File: src/rtl/p12_grid_loader.sv
// Grid bitstream loader: streams words from a valid/ready source into the grid
// scan chain for the enabled passes (v, h, d planes, then state), capturing readback.
module p12_grid_loader #(
  parameter int WIDTH  = 8,
  parameter int HEIGHT = 8,
  parameter int DW     = 8
) (
  input  logic          clk,
  input  logic          rst_n,
  input  logic          start,
  input  logic [3:0]    pass_mask,
  input  logic [DW-1:0] s_data,
  input  logic          s_valid,
  output logic          s_ready,
  output logic          busy,
  output logic          done,
  output logic          g_se,
  output logic          g_sc,
  output logic [1:0]    g_cfg_lbc,
  output logic          g_ff_gate,
  input  logic          g_out_sc,
  output logic [DW-1:0] rb_data,
  output logic          rb_valid
);

  localparam int NBITS = WIDTH * HEIGHT;
  localparam int PCW   = $clog2(NBITS + 1);
  localparam int BCW   = $clog2(DW + 1);
  localparam logic [PCW-1:0] PASS_LAST  = PCW'(NBITS - 1);
  localparam logic [BCW-1:0] WORD_LAST  = BCW'(DW - 1);
  localparam logic [1:0]     STATE_PASS = 2'd3;

  typedef enum logic [2:0] {IDLE, FETCH, SHIFT, LATCH, DONE} state_t;

  state_t         state, state_d;
  logic [3:0]     pend;       // remaining passes, index 0..3 = v, h, d, state
  logic [1:0]     cur_pass;
  logic [DW-1:0]  wbuf;
  logic [BCW-1:0] bit_cnt;
  logic [PCW-1:0] pass_cnt;
  logic [DW-1:0]  rb_acc;
  logic [BCW-1:0] rb_cnt;

  logic [3:0]    order_mask;
  logic [3:0]    rest_mask;
  logic [DW-1:0] rb_next;
  logic          pass_end;
  logic          word_end;

  function automatic logic [1:0] first_pass(input logic [3:0] m);
    if (m[0])      return 2'd0;
    else if (m[1]) return 2'd1;
    else if (m[2]) return 2'd2;
    else           return 2'd3;
  endfunction

  // Reorder the mask into load order so the lowest set bit is always the next pass.
  assign order_mask = {pass_mask[0], pass_mask[3], pass_mask[2], pass_mask[1]};
  assign rest_mask  = pend & ~(4'b0001 << cur_pass);
  assign pass_end   = (state == SHIFT) && (pass_cnt == PASS_LAST);
  assign word_end   = (state == SHIFT) && (bit_cnt == WORD_LAST);
  assign rb_next    = rb_acc | (DW'(g_out_sc) << rb_cnt);

  // NOTE: sequential state uses non-blocking assignments so every register
  // samples pre-edge values regardless of statement order.
  always_ff @(posedge clk) begin
    if (!rst_n) state <= IDLE;
    else        state <= state_d;
  end

  // NOTE: every output gets a default before the case so no path infers a latch.
  always_comb begin
    state_d   = state;
    s_ready   = 1'b0;
    busy      = 1'b1;
    done      = 1'b0;
    g_se      = 1'b0;
    g_sc      = 1'b0;
    g_cfg_lbc = 2'd0;
    g_ff_gate = 1'b0;
    case (state)
      IDLE: begin
        busy      = 1'b0;
        g_ff_gate = 1'b1;
        if (start) state_d = (order_mask == 4'd0) ? DONE : FETCH;
      end
      FETCH: begin
        s_ready = 1'b1;
        g_se    = 1'b1;
        if (s_valid) state_d = SHIFT;
      end
      SHIFT: begin
        g_se      = 1'b1;
        g_ff_gate = 1'b1;
        g_sc      = wbuf[0];
        if (pass_end) begin
          if (cur_pass != STATE_PASS) state_d = LATCH;
          else                        state_d = DONE;
        end else if (word_end) begin
          state_d = FETCH;
        end
      end
      LATCH: begin
        g_se      = 1'b1;
        g_cfg_lbc = cur_pass + 2'd1;
        state_d   = (pend != 4'd0) ? FETCH : DONE;
      end
      DONE: begin
        done    = 1'b1;
        state_d = IDLE;
      end
      default: state_d = IDLE;
    endcase
  end

  always_ff @(posedge clk) begin
    if (!rst_n) begin
      pend     <= '0;
      cur_pass <= '0;
      wbuf     <= '0;
      bit_cnt  <= '0;
      pass_cnt <= '0;
      rb_acc   <= '0;
      rb_cnt   <= '0;
      rb_data  <= '0;
      rb_valid <= 1'b0;
    end else begin
      rb_valid <= 1'b0;
      case (state)
        IDLE: if (start) begin
          pend     <= order_mask;
          cur_pass <= first_pass(order_mask);
          pass_cnt <= '0;
        end
        FETCH: if (s_valid) begin
          wbuf    <= s_data;
          bit_cnt <= '0;
        end
        SHIFT: begin
          wbuf    <= wbuf >> 1;
          bit_cnt <= bit_cnt + BCW'(1);
          if (pass_end) begin
            pass_cnt <= '0;
            pend     <= rest_mask;
          end else begin
            pass_cnt <= pass_cnt + PCW'(1);
          end
          // Flush readback on a full word or at pass end; partial words are zero-padded.
          if (pass_end || word_end) begin
            rb_data  <= rb_next;
            rb_valid <= 1'b1;
            rb_acc   <= '0;
            rb_cnt   <= '0;
          end else begin
            rb_acc <= rb_next;
            rb_cnt <= rb_cnt + BCW'(1);
          end
        end
        LATCH: cur_pass <= first_pass(pend);
        default: ;
      endcase
    end
  end

endmodule

File: config.mk
export PLATFORM = sky130hd
export DESIGN_NAME = p12_grid_loader
export DESIGN_NICKNAME = d
export VERILOG_FILES = /design/src/rtl/p12_grid_loader.sv
export SDC_FILE = /design/constraint.sdc
export NUM_CORES = 1
export LEC_CHECK = 0
export ABC_AREA = 1
export CAP_MARGIN = 20
export CORE_MARGIN = 2
export CORE_UTILIZATION = 45
export DETAILED_ROUTE_END_ITERATION = 12
export HOLD_SLACK_MARGIN = 0.1
export PLACE_DENSITY_LB_ADDON = 0.05
export SYNTH_ARGS = -nofsm -noshare
export SYNTH_HDL_FRONTEND = slang
export SYNTH_SLANG_ARGS = --single-unit
File: constraint.sdc
create_clock -name clk -period 2.15 [get_ports clk]
set_clock_uncertainty 0.1 [all_clocks]
set_input_delay 0.43 -clock clk [delete_from_list [all_inputs] [get_ports clk]]
set_output_delay 0.43 -clock clk [all_outputs]
set_load 0.02 [all_outputs]
======== Word-level counts from Yosys, hierarchy flattened ========
Cells that the tools add are included.
storage, ports and cells
  output and inout bits ................... 17
  logic and storage cells ................. 84
  register bits after elaboration ......... 49
cells by class
  mux-type cells .......................... 36
  equal/unequal tests ..................... 11
  shift operators ......................... 2
  add/subtract/negate cells ............... 4
  bitwise operators ....................... 3
  reduce and logical (&&, ||, !) cells .... 18
operators with widths
  operator                                             count
  two-way mux 3 bit                                    7
  two-way mux 4 bit                                    4
  two-way mux 8 bit                                    2
  case mux 4 bit (2 select lines)                      2
  case mux 8 bit (2 select lines)                      1
  two-way mux 7 bit                                    2
  case mux 7 bit (2 select lines)                      1
  two-way mux 2 bit                                    6
  case mux 3 bit (4 select lines)                      1
  AND reduction 2 bit                                  5
  two-way mux 1 bit                                    9
  adder 4 x 1 -> 4 bit, second input constant          2
  != test 2 bit, second input constant                 4
  bitwise OR 8 bit                                     1
  left shift 1 x 4 -> 8 bit                            1
  adder 7 x 1 -> 7 bit, second input constant          1
  equality test 7 x 6 -> 1 bit, second input constant  1
  equality test 3 x 2 -> 1 bit, second input constant  2
  AND reduction 3 bit                                  2
  nonzero test 2 bit                                   3
  AND 4 bit                                            1
  equality test 4 x 3 -> 1 bit, second input constant  1
  zero test 4 bit                                      1
  inverter 4 bit                                       1
  other kinds (12)                                     13

======== Logic depth before layout (Yosys ltp) ========
  depth in word-level cells ............... 5
  gate-level depth with buffers ........... 10
  gate-level depth less buffers ........... 10

======== Least setup slack after synthesis ========
OpenSTA, ideal clock, no wires.
  kind .................................... reg2out
  from .................................... reg state[1]
  to ...................................... out g_sc
  required time ........................... 1,620 ps
  cell stages (with the launch flop) ...... 4
  slack ................................... 552 ps
  data arrival time ....................... 1,068 ps
  path through ............................ dfxtp_1 nand3_4 buf_2 nor2_1
on the way
  longest elaborated chain between the ends .. 2
ends and longest elaborated chain
  what                          line  text
  start: declaration            35    state_t state, state_d;
  start signal: assignment      68    else state <= state_d;
  equality test 3 x 2 -> 1 bit  81    case (state)
  two-way mux 1 bit             81
  end: declaration              18    output logic g_sc,
Every way passes these cells.

======== Worst setup path in the final report ========
  from .................................... reg state[0]
  to ...................................... out g_cfg_lbc[0]
on the way
  longest elaborated chain between the ends .. 2
ends and longest elaborated chain
  what                          line  text
  equality test 3 x 2 -> 1 bit  81
  two-way mux 2 bit             81
  end: declaration              19    output logic [1:0] g_cfg_lbc,
Every way passes these cells.

==> metrics.csv <==
stage,metric,value,unit
outcome,outcome,completed,
detailed_routing,wirelength,4970,um
sta,whs,0.353,ns
worst_hold_path,hold_depth,2,
clock_network,clock_sinks,49,
die,die_area,5910,um2
worst_setup_path,cp_data_required_time,1.62,ns
worst_hold_path,min_path_type,reg2reg,
power,seqPwrFrac,40.3,%
worst_setup_path,crit_path_cell_trace,nand2_1 > nor2_2 > inv_1 > nor2_1 > dlygate4sd2_1,
synth,netlist_instances,336,
global_routing,grt_usage,17.8,%
clock_network,clkTransAtPathRegs,0.09,ns
worst_setup_path,cp_top_family,buffers and inverters,
die,core_area,5110,um2
die,start_util,46.8,%
synth,ys_seq_area_share,41.0,%
worst_hold_path,holdPathEnd,pass_cnt[6],
detailed_routing,dr.pass1.iters,4,
worst_hold_path,hp-start,pass_cnt[6],
global_routing,antenna_found_initial,0,
sta,timing.fmax,0.505,GHz
final_layout,final_common_cell,nand2_1,
synth,netlist_area,2390,um2
worst_setup_path,r2r_slack,0.28,ns
final_layout,area_growth,20.9,%
sta,fin_crit_sh,92.0,%
worst_setup_path,r2r-start,state[1],
worst_setup_path,critPathArrivalTime,1.45,ns
clock_network,cts_tree,yes,
sta,min_period,1.98,ns
sta,setup_viol,0,
clock_network,root_buffer,clkbuf_8,
power,power_density,956,nW/um2
detailed_routing,num_vias,2147,
power,p_leak,1.18,nW
power,combPwrFrac,40.5,%
placement,io_buffers,33,
final_layout,nNetsFinal,399,
die,die_w,76.9,um
worst_setup_path,reg2regPathDepth,11,
synth,syn_avg_cell_area,7.12,um2
synth,ys_ff_latch,49,
die,ios,34,
synth,syn-num-nets,360,
clock_network,htreeDepth,2,
placement,place_congestion,0.856,
final_layout,final_cell_mix,"87 x nand2_1, 49 x dfxtp_1, 37 x a21oi_1",
worst_setup_path,crit_type,reg2out,
worst_setup_path,critPathSlowestCell,dfxtp_1,
synth,synth_warnings,0,
sta,slew_headroom,74.7,%
clock_network,numCtsBuffers,5,
power,p_int,1.65,mW
die,dieHeight,76.9,um
worst_setup_path,crit_buf_inv,2,
worst_setup_path,cp-start-kind,flop,
sta,hold_viol,0,
power,p_switching,1.12,mW
power,power.total,2.77,mW
sta,tns,0,ns
final_layout,layout-drive-gt1-share,10.1,%
global_routing,overflow,0,
final_layout,n_antenna_cell,0,
detailed_routing,first_iter_violations,71,
detailed_routing,wire_per_inst,11.1,um
worst_setup_path,path_max_fanout,5,
sta,slew_violations,0,
sta,max_slew.worst_pin.slew,0.377,ns
power,vdd_ir_drop_max,571,uV
global_routing,grt_pass1_wl,8740,um
worst_setup_path,r2r-end,state[0],
power,switching_share,40.5,%
detailed_routing,postRouteAntennaNets,0,
clock_network,clkLatencyLatePin,0.30,ns
placement,dp_hpwl,3600,um
power,power_frac_clock,19.2,%
clock_network,ctsLongestPathBuffers,2,
worst_setup_path,endpoint_kind,output port,
detailed_routing,route.detailed.drc,0,
worst_setup_path,slowest_delay,0.37,ns
global_routing,grt_pass1_vias,1986,
global_routing,grt_start_max_net_pins,15,
synth,ys_types,34,
die,row_count,26,
detailed_routing,routed_via_density,4.81,
final_layout,n_fill_cell,531,
sta,rsz0062_at_grt,no,
job,cap_violations,0,
[registers in the layout (all words and copies together) (netlist names)]
| signal | count |
|---|---|
| rb_valid | 1 |
| rb_acc | 8 |
| bit_cnt | 4 |
| state | 3 |
| pend | 4 |
| cur_pass | 2 |
| wbuf | 8 |
| rb_data | 8 |
| rb_cnt | 4 |
| pass_cnt | 7 |
[area by class of cell]
type | instances | area (um2) | area share, %
clock inverters | 1 | 7.51 | 0.260
repair buffers | 41 | 388 | 13.4
clock buffers | 7 | 76.3 | 2.64
multi-input cells | 237 | 1190 | 41.3
flip-flops and latches | 49 | 981 | 33.9
well taps | 70 | 87.6 | 3.03
inverters | 41 | 156 | 5.41
[per-stage QoR]
| step | instance area, um2 | utilization (%) | std cells | worst slack (ns) |
|---|---|---|---|---|
| 6_report | 2890 | 56.6 | 446 | 0.172 |
| 5_1_grt | 2890 | 56.6 | 446 | 0.0590 |
| 4_1_cts | 2890 | 56.5 | 446 | 0.0134 |
| 3_5_place_dp | 2810 | 55.0 | 438 | 0.140 |
| 3_3_place_gp | 2810 | 55.0 | 438 | 0.175 |
| 2_1_floorplan | 2390 | - | 336 | 0.552 |
[Yosys cell counts (all sizes together)]
cell type  count  area share (%)
or2            1            0.26
nand4          2            0.52
clkinv         1            0.16
nor3           7             1.9
a31oi          8             2.1
o21bai         1            0.31
dfxtp         49              41
o22ai          2            0.52
nor4           1            0.26
clkbuf         3            0.47
nand2         94              16
nand3         14             4.2
a21oi         38             8.4
o21ai         23             5.0
o31ai          1            0.31
nand3b         3            0.94
buf            6             2.0
ha             7             3.7
nor2          35             5.9
inv           40             6.4
[routing by layer]
| layer | vias to the layer above | part of all wire, % | wire length (um) | GRT usage, % |
|---|---|---|---|---|
| li1 | 1167 | - | - | - |
| met1 | 950 | 50 | 2500 | 22.6 |
| met2 | 24 | 46 | 2280 | 30.0 |
| met3 | 6 | 2.6 | 130 | 4.12 |
| met4 | 0 | 1.4 | 68 | 5.45 |
| met5 | - | 0 | 0 | 0 |
[worst max-delay path by stage]
stage / start / end / cells after the start / slack [ns]
after floorplan: state[1] / g_sc / 3 / 0.55
after global placement: cur_pass[0] / g_cfg_lbc[1] / 5 / 0.18
after global routing: state[1] / g_ff_gate / 5 / 0.06
final: state[0] / g_cfg_lbc[0] / 5 / 0.17
after CTS: state[1] / done / 3 / 0.01
after detailed placement: cur_pass[0] / g_cfg_lbc[1] / 5 / 0.14
[kinds of logic (layout without fill, tap and decap cells)]
family          after synthesis  count (layout)  share of synthesized area, %
buf+inv                      50              90                          9.00
fa+ha+maj                     7               7                          3.66
compound gates               73              73                          16.6
simple gates                157             157                          29.7
flops                        49              49                          41.0
[repair_timing]
item / in CTS / in global routing
gates cloned: 0 / 0
buffers inserted: 0 / 0
gates resized for setup: 5 / 5
hold buffers: 0 / 0
endpoints found under the hold margin: 0 / 0
setup endpoints to repair: 5 / 4
[tightest hold or removal path: cells and delay by family, from the launching register on]
family          cells  cell delay [ns]
flops               1             0.32
compound gates      1             0.06
simple gates        1             0.04
[power by group through the flow]
stage / Sequential [mW] / Clock, mW / Combinational [mW]
4_1_cts: 1.11 / 0.550 / 1.14
3_5_place_dp: 1.13 / 0 / 1.16
6_report: 1.11 / 0.532 / 1.12
3_3_place_gp: 1.13 / 0 / 1.16
2_1_floorplan: 1.12 / 0 / 0.842
5_1_grt: 1.13 / 0.583 / 1.27
Note: power is estimated with default switching activity, not from simulation.
==> edit 1, RTL diff (same flow settings) <==
Set the parameter `DW` to 4 (it was 8).
--- a/src/rtl/p12_grid_loader.sv
+++ b/src/rtl/p12_grid_loader.sv
@@ -4,5 +4,5 @@
   parameter int WIDTH  = 8,
   parameter int HEIGHT = 8,
-  parameter int DW     = 8
+  parameter int DW     = 4
 ) (
   input  logic          clk,
Ports: changed (resized rb_data and s_data); port bits go from 34 to 26. No check against the original RTL was run, so the function may have changed too.
==> edit 1 against the original RTL <==
  * Non-clock buffer count fell by 11
  * Wire length fell by 27%
  * Hold slack got worse by 8.2 ps
  * Area after synthesis fell by 27%
  * Cell area fell by 24%
  * Sequential cell count fell by 14
  * Total power fell by 17%
  * Largest power group unchanged
  * Setup slack got worse by 83 ps
==> edit 1: results <==
[run_status]
status = finished, final reports clean

[final_layout]
drive_above_1_share_pct = 10.5
regMostFlops = pass_cnt
largest_reg_flops = 7
nNetsFinal = 297
insertedDiodeCount = 0

[yosys]
synthTopCellsByArea = dfxtp_1 (40%), nand2_1 (8.8%), nor2_1 (8.8%), o21ai_0 (6.3%), inv_1 (6.0%)
synth_xor_area_share_pct = 0.501
ys_seq_area_share_pct = 40.1
synth_compound_area_share_pct = 17.7
synth_nets = 264
synth_adder_area_share_pct = 5.73
synth_commonest_cells = nand2_1 (41), nor2_1 (41), dfxtp_1 (35), inv_1 (28), o21ai_0 (22)
yosysUniqueCellTypes = 28
async_reset_ff_share_pct = 0

[setup_path]
critPathMaxStageDelay_ps = 600
cp-startpoint = state[0]
reg2reg_from = pass_cnt[0]
critPathCapture = g_sc
reg2reg_slack_ps = 390
arrival_ps = 1530
r2r_cells = 10
crit_family = buffers and inverters
cp_slowest_cell = clkdlybuf4s50_1
cp_max_fo = 4

[global_route]
grt_use_met3_pct = 4.09
antenna_found_initial = 0
grt_max_degree = 20
grt_pass1_vias = 1403
grt_util_all_layers_pct = 18.5
grt_util_met1_pct = 24.5
grt_pass1_wl_mm = 6.33

[placement]
gp_congestion = 0.735
post-dp-hpwl_mm = 2.71
place_ws_ps = 188
dpl_cell_area_um2 = 2080
portBuffers = 25

[sta]
fin_crit_ps = 2060
worst_pin_slew_ps = 543

[drt]
wl_per_cell_um = 11.1
vias_per_cell = 4.94
drt_iter0_drc = 61

[clock_tree]
clkTransAtPathRegs_ps = 80
post_cts_buffers = 0
insertion_delay_ps = 280
clockBufferDepth = 2
cts-root-buf = clkbuf_8
cts_buffers = 5
h-tree-depth = 2

[power]
peakVddDrop_mv = 0.580
power_leakage_uw = 0.000959
[edit 1: cell families after synthesis]
kind of cell               count (synthesis)
adders and majority gates                  8
xor gates and xnor gates                   1
buffers and inverters                     35
AOI/OAI and AO/OA                         53
and+or+nand+nor                          111
DFF                                       35
[edit 1: worst min path at each step]
stage,from,end,slack [ps],cells past startpoint
after global routing,pass_cnt[6],pass_cnt[6],370,2
after floorplan,pass_cnt[6],pass_cnt[6],310,2
after global placement,pass_cnt[6],pass_cnt[6],320,2
after CTS,pass_cnt[6],pass_cnt[6],340,2
after detailed placement,pass_cnt[6],pass_cnt[6],330,2
final,pass_cnt[6],pass_cnt[6],340,2
[edit 1: where the power goes]
part / switching, µW / internal, µW
Sequential: 78.8 / 749
Combinational: 562 / 328
Clock: 238 / 345
[edit 1: worst reg2reg max path: cells and delay by family (launching register included)]
family	cells	cell delay (ps)
AND/OR/NAND/NOR	9	940
adder cells (fa/ha/maj)	1	200
flip-flops	1	380
[edit 1: per-stage QoR]
step	power, µW	util (%)	instances
finish	2300	59.3	325
global route	2480	59.3	325
CTS	2330	59.2	325
detailed placement	1760	56.3	317
global placement	1750	56.3	317
floorplan	1470	-	243
[edit 1: area by class of cell]
type	instances	area [µm²]
clock buffer	5	68.8
clock inverter	3	43.8
fill	366	1500
inverter	31	119
multi-input combinational	173	910
sequential	35	701
tap	48	60.1
timing repair buffer	30	285
[edit 1: repair_timing]
item                                    CTS  global route
endpoints found under the setup margin    4             1
endpoints found under the hold margin     0             0
resized for setup                         4             1
cloned                                    0             0
[edit 1: layer usage]
layer,share of wire [%],up-vias,wire [µm]
met5,0,-,0
met4,0.78,0,28
met3,3.4,4,123
met2,46,28,1660
met1,50,713,1800
li1,-,862,-
==> edit 2, RTL diff (same settings) <==
Without the edit above. Encoding of `state_t`: now Gray code (3 bits for 5 states).
--- a/src/rtl/p12_grid_loader.sv
+++ b/src/rtl/p12_grid_loader.sv
@@ -31,5 +31,5 @@
   localparam logic [1:0]     STATE_PASS = 2'd3;
 
-  typedef enum logic [2:0] {IDLE, FETCH, SHIFT, LATCH, DONE} state_t;
+  typedef enum logic [2:0] {IDLE = 3'b000, FETCH = 3'b001, SHIFT = 3'b011, LATCH = 3'b010, DONE = 3'b110} state_t;
 
   state_t         state, state_d;
Behaviour: same outputs for any inputs over 10 cycles, from zero or initial values and one cycle with rst_n low; not proved beyond that.
==> edit 2 against the original RTL <==
  * Cell area decreased by 1.9%
  * Sequential cell count unchanged
  * Area after synthesis down 1.8%
  * Wire length is 1.3% higher
  * Sequential share of layout area increased by 0.66 points
  * Setup slack worse by 12 ps
  * Combinational power fell by 46%
  * Synthesized cell count decreased by 3.0%
  * Total power decreased by 23%
  * Largest cell class unchanged
==> edit 2: results <==
[global_route]
grt_pass1_wl_mm = 8.88
grt_max_degree = 17
grt_util_all_layers_pct = 18.5
grt_overflow = 0
grt_pass1_vias = 1949

[yosys]
ys_seq_area_share_pct = 41.8
yosysUniqueCellTypes = 29
synth_commonest_cells = nand2_1 (63), dfxtp_1 (49), nor2_1 (43), a21oi_1 (34), inv_1 (32)
synthTopCellsByArea = dfxtp_1 (42%), nand2_1 (10%), a21oi_1 (7.2%), nor2_1 (6.9%), o21ai_0 (5.3%)
synth_adder_area_share_pct = 3.73
synthMuxAreaShare_pct = 0
synth_cells = 326
synth_compound_area_share_pct = 18.0
synth_nets = 350

[setup_path]
crit_family = buffers and inverters
worstReg2RegEnd = rb_acc[3]
r2r_cells = 8
reg2reg_slack_ps = 320
reg2reg_from = pass_cnt[0]
critPathMaxStageDelay_ps = 360

[final_layout]
nNetsFinal = 391
drive_above_1_share_pct = 8.74

[power]
peakVddDrop_mv = 0.401
power_leakage_uw = 0.00112

[hold_path]
hold_depth = 2

[clock_tree]
post_cts_buffers = 0
cts-root-buf = clkbuf_8

[placement]
gp_congestion = 0.806
dp.cells = 430
post-dp-hpwl_mm = 3.86
place_ws_ps = 143
dpl_cell_area_um2 = 2780

[drt]
drt-total-wl_mm = 5.04
vias_per_cell = 5.07
detailroute.via_count = 2210

[sta]
finalSetupTns_ps = 0
hold_slack_ps = 344
relSlewSlack_pct = 81.8

[run_status]
status = finished, final reports clean
[edit 2: changes by cell type after synthesis, moves of 3 or more]
| cell | unedited run | this run |
|---|---|---|
| nand2_1 | 87 | 63 |
| a211oi_1 | 0 | 7 |
| nor2_1 | 33 | 43 |
| a21oi_1 | 37 | 34 |
| o21ai_1 | 6 | 0 |
| inv_2 | 5 | 2 |
| nand3_1 | 11 | 23 |
| o21ai_0 | 16 | 25 |
[edit 2: what timing repair did]
item	4_1_cts	5_1_grt
pin swaps	0	0
gates resized for setup	8	3
endpoints found under the setup margin	8	2
[edit 2: how the worst max path moves through the flow]
stage                startpoint  slack [ps]  depth (start not counted)           end
detailed placement  cur_pass[0]         140                          5  g_cfg_lbc[1]
finish                 state[2]         160                          6  g_cfg_lbc[0]
global route           state[2]          10                          6  g_cfg_lbc[0]
CTS                 cur_pass[0]         100                          5  g_cfg_lbc[1]
floorplan              state[2]         550                          5  g_cfg_lbc[0]
global placement    cur_pass[0]         180                          5  g_cfg_lbc[1]
[edit 2: where the power goes]
part           switching (µW)  total, µW  internal [µW]
combinational             386        607            221
clock                     282        497            215
sequential               48.2       1020            969
total                     716       2120           1400
[edit 2: kinds of logic after synthesis]
family,count (synthesis)
fa+ha+maj,7
simple gates,149
compound gates,77
buf+inv,44
flops,49
[edit 2: area by class of cell]
type	instances	area, µm²
clock buffers	5	68.8
clock inverters	1	5.00
fillers	527	2240
inverters	34	128
multi-input cells	233	1170
flip-flops and latches	49	981
well taps	70	87.6
repair buffers	44	400
[edit 2: per-layer routing]
metal / GRT usage, % / vias to the layer above / share of wire, %
li1: - / 1156 / -
met1: 26.0 / 1001 / 51
met2: 28.8 / 49 / 44
met3: 3.79 / 4 / 4.1
met4: 4.91 / 0 / 0.66
met5: 0 / - / 0
